### src/rtl/argus_top.sv
`timescale 1ns/1ps
// argus_top: SPI mode-0 slave bridged into a byte-wide register file.
// A transaction is one address byte followed by auto-incrementing data bytes.
// Reads use a one-byte turnaround. Data byte 0xFF acts as a read/dummy byte.
//
// Ports:
//   clk      system clock (12 MHz nominal); sclk must be <= clk/8
//   sys_rst  asynchronous active-low reset
//   sclk     SPI clock, idle low
//   mosi     SPI data in, MSB first, sampled on sclk rise
//   cs_n     SPI chip select, active low
//   miso     SPI data out, MSB first, changes on sclk fall
//   led_r/g/b  active-low LED drives from LED_CTRL[2]/[1]/[0]
//
// Register map: 0x00-0x04 "ARGUS" (RO), 0x05 ID_VERSION (RO), 0x06 0x00 (RO),
// 0x10 LED_CTRL (RW), 0x20 SCRATCH (RW, only with ARGUS_SCRATCH_REG_EN).
module argus_top #(
    parameter int unsigned SYNC_STAGES = 2,
    parameter logic [7:0]  ID_VERSION  = 8'h01
) (
    input  logic clk,
    input  logic sys_rst,
    input  logic sclk,
    input  logic mosi,
    input  logic cs_n,
    output logic miso,
    output logic led_r,
    output logic led_g,
    output logic led_b
);

    typedef enum logic {ST_ADDR, ST_DATA} state_t;

    state_t state, state_next;

    logic [SYNC_STAGES-1:0] sclk_sync, mosi_sync, cs_sync;
    logic       sclk_s, mosi_s, cs_s, sclk_d;
    logic       rise, fall, active;
    logic       framed;
    logic [2:0] bitcnt;
    logic [6:0] shreg;
    logic [7:0] byte_in;
    logic [7:0] wr_ptr, rd_ptr;
    logic [7:0] out_sh;
    logic       load_pend, rd_armed;
    logic [7:0] led_ctrl;
    logic [7:0] rd_data;
`ifdef ARGUS_SCRATCH_REG_EN
    logic [7:0] scratch;
`endif

    // cs_n chain resets to "selected" so that a cs_n held low across reset
    // release is not mistaken for a new frame; framed arms only after cs_n
    // has been seen high.
    always_ff @(posedge clk or negedge sys_rst) begin
        if (!sys_rst) begin
            sclk_sync <= '0;
            mosi_sync <= '0;
            cs_sync   <= '0;
            sclk_d    <= 1'b0;
        end else begin
            sclk_sync <= {sclk_sync[SYNC_STAGES-2:0], sclk};
            mosi_sync <= {mosi_sync[SYNC_STAGES-2:0], mosi};
            cs_sync   <= {cs_sync[SYNC_STAGES-2:0], cs_n};
            sclk_d    <= sclk_s;
        end
    end

    assign sclk_s  = sclk_sync[SYNC_STAGES-1];
    assign mosi_s  = mosi_sync[SYNC_STAGES-1];
    assign cs_s    = cs_sync[SYNC_STAGES-1];
    assign rise    = sclk_s & ~sclk_d;
    assign fall    = ~sclk_s & sclk_d;
    assign active  = framed & ~cs_s;
    assign byte_in = {shreg, mosi_s};

    always_comb begin
        rd_data = '0;
        case (rd_ptr)
            8'h00: rd_data = 8'h41;
            8'h01: rd_data = 8'h52;
            8'h02: rd_data = 8'h47;
            8'h03: rd_data = 8'h55;
            8'h04: rd_data = 8'h53;
            8'h05: rd_data = ID_VERSION;
            8'h10: rd_data = led_ctrl;
`ifdef ARGUS_SCRATCH_REG_EN
            8'h20: rd_data = scratch;
`endif
            default: rd_data = '0;
        endcase
    end

    always_ff @(posedge clk or negedge sys_rst) begin
        if (!sys_rst) state <= ST_ADDR;
        else          state <= state_next;
    end

    always_comb begin
        state_next = state;
        if (!active)
            state_next = ST_ADDR;
        else if (state == ST_ADDR && rise && bitcnt == 3'd7)
            state_next = ST_DATA;
    end

    // rd_armed marks that data byte 1 has completed; until then the byte
    // loaded at each byte boundary is the 0x00 turnaround filler.
    always_ff @(posedge clk or negedge sys_rst) begin
        if (!sys_rst) begin
            framed    <= 1'b0;
            bitcnt    <= '0;
            shreg     <= '0;
            wr_ptr    <= '0;
            rd_ptr    <= '0;
            out_sh    <= '0;
            load_pend <= 1'b0;
            rd_armed  <= 1'b0;
            led_ctrl  <= '0;
`ifdef ARGUS_SCRATCH_REG_EN
            scratch   <= '0;
`endif
        end else begin
            if (cs_s) framed <= 1'b1;
            if (!active) begin
                bitcnt    <= '0;
                out_sh    <= '0;
                load_pend <= 1'b0;
                rd_armed  <= 1'b0;
            end else begin
                if (rise) begin
                    shreg  <= byte_in[6:0];
                    bitcnt <= bitcnt + 3'd1;
                    if (bitcnt == 3'd7) begin
                        load_pend <= 1'b1;
                        if (state == ST_ADDR) begin
                            wr_ptr <= byte_in;
                            rd_ptr <= byte_in;
                        end else begin
                            rd_armed <= 1'b1;
                            wr_ptr   <= wr_ptr + 8'd1;
                            if (byte_in != 8'hFF) begin
                                if (wr_ptr == 8'h10) led_ctrl <= byte_in;
`ifdef ARGUS_SCRATCH_REG_EN
                                if (wr_ptr == 8'h20) scratch <= byte_in;
`endif
                            end
                        end
                    end
                end
                if (fall) begin
                    if (load_pend) begin
                        load_pend <= 1'b0;
                        if (rd_armed) begin
                            out_sh <= rd_data;
                            rd_ptr <= rd_ptr + 8'd1;
                        end else begin
                            out_sh <= '0;
                        end
                    end else begin
                        out_sh <= {out_sh[6:0], 1'b0};
                    end
                end
            end
        end
    end

    assign miso  = out_sh[7];
    assign led_b = ~led_ctrl[0];
    assign led_g = ~led_ctrl[1];
    assign led_r = ~led_ctrl[2];

endmodule

### config.mk
export PLATFORM = sky130hd
export DESIGN_NAME = argus_top
export DESIGN_NICKNAME = d
export VERILOG_FILES = /design/src/rtl/argus_top.sv
export SDC_FILE = /design/constraint.sdc
export NUM_CORES = 1
export LEC_CHECK = 0
export BUFFER_PORTS_ARGS = -buffer_cell sky130_fd_sc_hd__buf_2
export CAP_MARGIN = 20
export CORE_ASPECT_RATIO = 0.5
export CORE_UTILIZATION = 65
export DETAILED_ROUTE_END_ITERATION = 12
export GPL_TIMING_DRIVEN = 1
export HOLD_SLACK_MARGIN = 0.03
export PLACE_DENSITY = 0.83
export SYNTH_ARGS = -nofsm -noshare
export SYNTH_HDL_FRONTEND = slang
export SYNTH_SLANG_ARGS = --single-unit
### constraint.sdc
create_clock -name clk -period 3.5 [get_ports clk]
set_input_delay 0.35 -clock clk [delete_from_list [all_inputs] [get_ports clk]]
set_output_delay 0.35 -clock clk [all_outputs]
set_load 0.05 [all_outputs]
Yosys cells after proc, flatten, opt, wreduce, memory -nomap -nowiden
Cells that the tools add are included.

storage, ports and cells
  flip-flop bits (word level) = 53
  bits in latches = 0
  RAM bits = 0
  bits in read-only memories = 0
  input bits = 5
  output and inout bits = 4
  logic and storage cells = 73
  memories kept = 0

cells by class
  add/subtract/negate cells = 3
  multipliers = 0
  div/mod/pow operators = 0
  magnitude comparators = 0
  equal/unequal tests = 14
  shift-type cells = 0
  muxes and demuxes = 25
  bitwise operators = 10
  reductions and logical operators = 7

operators by type and width
  operator                                                                 number
  8-bit 2-to-1 mux                                                         11
  8-bit case mux with 7 select lines                                       1
  8-bit by 1-bit adder with 8-bit output, second input constant            2
  8-bit by 2-bit == test with 1-bit output, second input constant          2
  8-bit by 3-bit == test with 1-bit output, second input constant          2
  8-bit by 5-bit == test with 1-bit output, second input constant          2
  1-bit 2-to-1 mux                                                         11
  8-bit by 1-bit == test with 1-bit output, second input constant          1
  8-bit zero test                                                          1
  8-bit inequality test, second input constant                             1
  1-bit inverter                                                           7
  3-bit 2-to-1 mux                                                         2
  2-bit inequality test, second input constant                             3
  3-bit AND reduction                                                      2
  6-bit AND reduction                                                      1
  2-bit by 1-bit inequality test with 1-bit output, second input constant  2
  3-bit by 1-bit adder with 3-bit output, second input constant            1
  1-bit bitwise AND                                                        3
  3-bit == test, second input constant                                     1
  1-bit logical AND                                                        2
  2-bit AND reduction                                                      1

Depth between registers and ports, before layout
  word-level depth = 6
  gate-level depth with buffers = 8

Worst setup path after synthesis
Ideal clock, no wire load.

  path type = reg2reg
  start = register bitcnt[0]
  end = register led_ctrl[0]
  data arrival time = 1674 ps
  setup slack = 1701 ps
  stages on the path, launching flop included = 7
  path buffers = 1
  clock period less this slack = 1799 ps
  cells stage by stage = dfrtp_1 -> ha_1 -> ha_1 -> clkbuf_1 -> nand2_2 -> nor3_4 -> mux2_2

on the way
  cells in the longest elaborated chain, start to end = 2

ends and longest elaborated chain
  what                           RTL line  RTL
  start: declaration             40        logic [2:0] bitcnt;
  start signal: assignment       133       bitcnt <= bitcnt + 3'd1;
  3-bit == test                  134       if (bitcnt == 3'd7) begin
  6-bit AND reduction (no line)  --
  end signal: assignment         143       if (wr_ptr == 8'h10) led_ctrl <= byte_in;
  end: declaration               46        logic [7:0] led_ctrl;

Every way passes these cells.
A chain may end at the register's enable or synchronous reset.

Worst setup path after layout
  start = register sclk_d
  end = register led_ctrl[2]

on the way
  cells in the longest elaborated chain, start to end = 3

ends and longest elaborated chain
  what                           RTL line  RTL
  start: declaration             37        logic sclk_s, mosi_s, cs_s, sclk_d;
  start signal: assignment       65        sclk_d <= sclk_s;
  1-bit inverter                 72        assign rise = sclk_s & ~sclk_d;
  1-bit bitwise AND              72
  6-bit AND reduction (no line)  --

Every way passes these cells.

==> results.ini <==
[run_status]
status=complete, no violations

[logic_synthesis]
synth_most_common_cell=dfrtp_1
yosysWarnings=0
yosysTopAreaCellShare_pct=49.23
synth_flop_cell=dfrtp_1
synth_cells=269
yosys.area.top_type=dfrtp_1
avgSynthCellArea_um2=10.01
syn-cell-area_um2=2694
synth.distinct_cells=47
async_flop_share_pct=100.0
synth-edff-count=0
ys_seq_area_share_pct=49.23
synth_common_cells=53 x dfrtp_1, 23 x o21ai_0, 21 x a21oi_1, 19 x nand2_1, 15 x mux2_2
syn_nets=282
synth_seq_cells=53
synth_area_leaders=dfrtp_1 49%, mux2_2 6.3%, o21ai_0 4.3%

[timing]
skew_ps=8.122
tightest_slew_ps=859.7
slew_headroom_pct=42.69
finalSetupTns_ps=0
report.final.slew_viol_count=0
finalSetupViolations=0
period_needed_ps=2202
fin_crit_sh_pct=62.91
timing.hold.ws_ps=139.5
clock.fmax_mhz=454.1
rsz0062_at_grt=no
hold_viol=0

[clock_tree]
hold_buffers=0
post_cts_resized=0
cts_tree=done
cts_buffers=5
cts_root_buf=clkbuf_8
cts_max_level=2
post_cts_buffers=0
clkLatencyLatePin_ps=310
cts_buffer_depth=2
cts.clk_slew.worst_paths_ps=100
cts.sinks=53

[grt]
grt_use_total_pct=29.38
grt_max_degree=40
grt_antenna_before_repair=0
grt_first_pass_wirelength_um=9377
grt-ovfl-total=0
first_global_vias=1909

[drt]
detail_route.vias_per_cell=6.610
drc=0
via_count=2155
postRouteAntennaNets=0
first_pass_iters=5
detailedRoute.firstIterationViolations=200
wl_per_cell_um=18.01
drt-total-wl_um=5870

[die]
ios=9
die_area_um2=4421
row_count=16
start_util_pct=68.31
die_h_um=47.52
fp.dieW_um=93.04
coreArea_um2=3944

[finish]
antennaDiodeCount=0
drive_above_1_share_pct=13.24
layout.nets=284
num-fill-cells=282
syn_to_final_growth_pct=6.410

[setup_path]
path_class=reg2reg
critPathMaxStageDelay_ps=590
crit_chain=and4bb_1 -> nand2_2 -> nor3_4 -> mux2_2
cp.required_ps=3700
cp.arrival_ps=2410
slowest_stage=and4bb_1
critical_path.max_fanout=11
ff2ff_setup_slack_ps=1300
end_kind=flop
crit_path_start_kind=flop

[power_and_ir_drop]
seqPwrFrac_pct=59.4
ir_drop_mv=0.2635
p_sw_mw=0.3189
combPwrFrac_pct=6.6
p_int_mw=0.9045
p_sw_share_pct=26.07
p_per_area_nw_per_um2=426.8
power.leakage_nw=1.241
clkPwrFrac_pct=34.0

[placed_design]
dpl.hpwl_um=4122
place.port_buffers=8
gp_congestion=0.8654

[run]
cap_violations=0

[min_path]
hold_class=in2async

## kinds of logic (layout without fill, tap and decap cells)
| logic type | count (synthesis) | after routing | share of synthesized area [%] |
|---|---|---|---|
| AND/OR/NAND/NOR | 88 | 88 | 18.44 |
| AO/OA/AOI/OAI | 77 | 77 | 17.60 |
| buffers and inverters | 25 | 28 | 3.669 |
| XOR/XNOR | 1 | 1 | 0.3252 |
| flip-flops | 53 | 53 | 49.23 |
| adder cells (fa/ha/maj) | 8 | 8 | 3.716 |
| multiplexers | 17 | 17 | 7.013 |
## final timing paths
check                                   from  depth (start not counted)            to
worst max register to register        sclk_d                          4   led_ctrl[2]
worst max-delay path                  sclk_d                          4   led_ctrl[2]
min in group clk                        mosi                          1  mosi_sync[0]
worst min register to register  mosi_sync[0]                          0  mosi_sync[1]
worst min-delay path                 sys_rst                          1     out_sh[1]
max in group asynchronous            sys_rst                          2    cs_sync[1]
## placed cells by master, fill, tap and decap left out, types with 3 or more instances in the layout
master / count
dfrtp_1: 53
o21ai_0: 23
a21oi_1: 21
nand2_1: 19
mux2_2: 15
nor2_1: 14
nand3_1: 12
inv_1: 10
ha_1: 8
buf_2: 8
o22ai_1: 6
nor3_1: 6
a22oi_1: 6
nor2b_1: 5
nand2b_1: 5
nand4_1: 5
clkbuf_8: 5
a211oi_1: 3
a22o_1: 3
a21o_1: 3
## power by group through the flow
stage	logic (mW)	registers, mW	clock network [mW]
finish	0.0806	0.726	0.416
global route	0.0902	0.729	0.450
CTS	0.0820	0.721	0.427
detailed placement	0.0814	0.733	0
global placement	0.0766	0.732	0
floorplan	0.0563	0.697	0
## per-stage QoR
step | power [mW] | cell area (um2) | cells | utilization [%] | setup slack, ps
2_1_floorplan | 0.7531 | 2694 | 269 | - | 1701
3_3_place_gp | 0.8084 | 2755 | 318 | 69.86 | 1426
3_5_place_dp | 0.8140 | 2755 | 318 | 69.86 | 1325
4_1_cts | 1.230 | 2867 | 326 | 72.68 | 1298
5_1_grt | 1.269 | 2867 | 326 | 72.68 | 1183
6_report | 1.223 | 2867 | 326 | 72.68 | 1298
## state kept, by name, summed over array words and instances, names as in the netlist
name       flops
rd_ptr         8
out_sh         8
framed         1
sclk_sync      2
wr_ptr         8
mosi_sync      2
bitcnt         3
state          1
load_pend      1
shreg          7
led_ctrl       8
sclk_d         1
rd_armed       1
cs_sync        2
## critical path: cells and delay by family, from the launching register on
kind	cells	cell delay, ps
and+or+nand+nor	3	1220
muxes	1	400
DFF	1	480
## final cells by class
class | instances | area, um2 | share of cell area [%]
Clock buffer | 6 | 72.57 | 2.532
Clock inverter | 2 | 38.79 | 1.353
Inverter | 10 | 37.54 | 1.309
Multi-Input combinational cell | 191 | 1269 | 44.26
Sequential cell | 53 | 1326 | 46.27
Tap cell | 54 | 67.56 | 2.357
Timing Repair Buffer | 10 | 55.05 | 1.921
## metal layers
metal  GRT usage (%)  share of wire [%]
met5               0                  0
met1           40.22                 45
met4           17.23                2.7
met3           6.984                8.0
met2           44.41                 44
No activity file was read; power rests on OpenSTA's default activity.
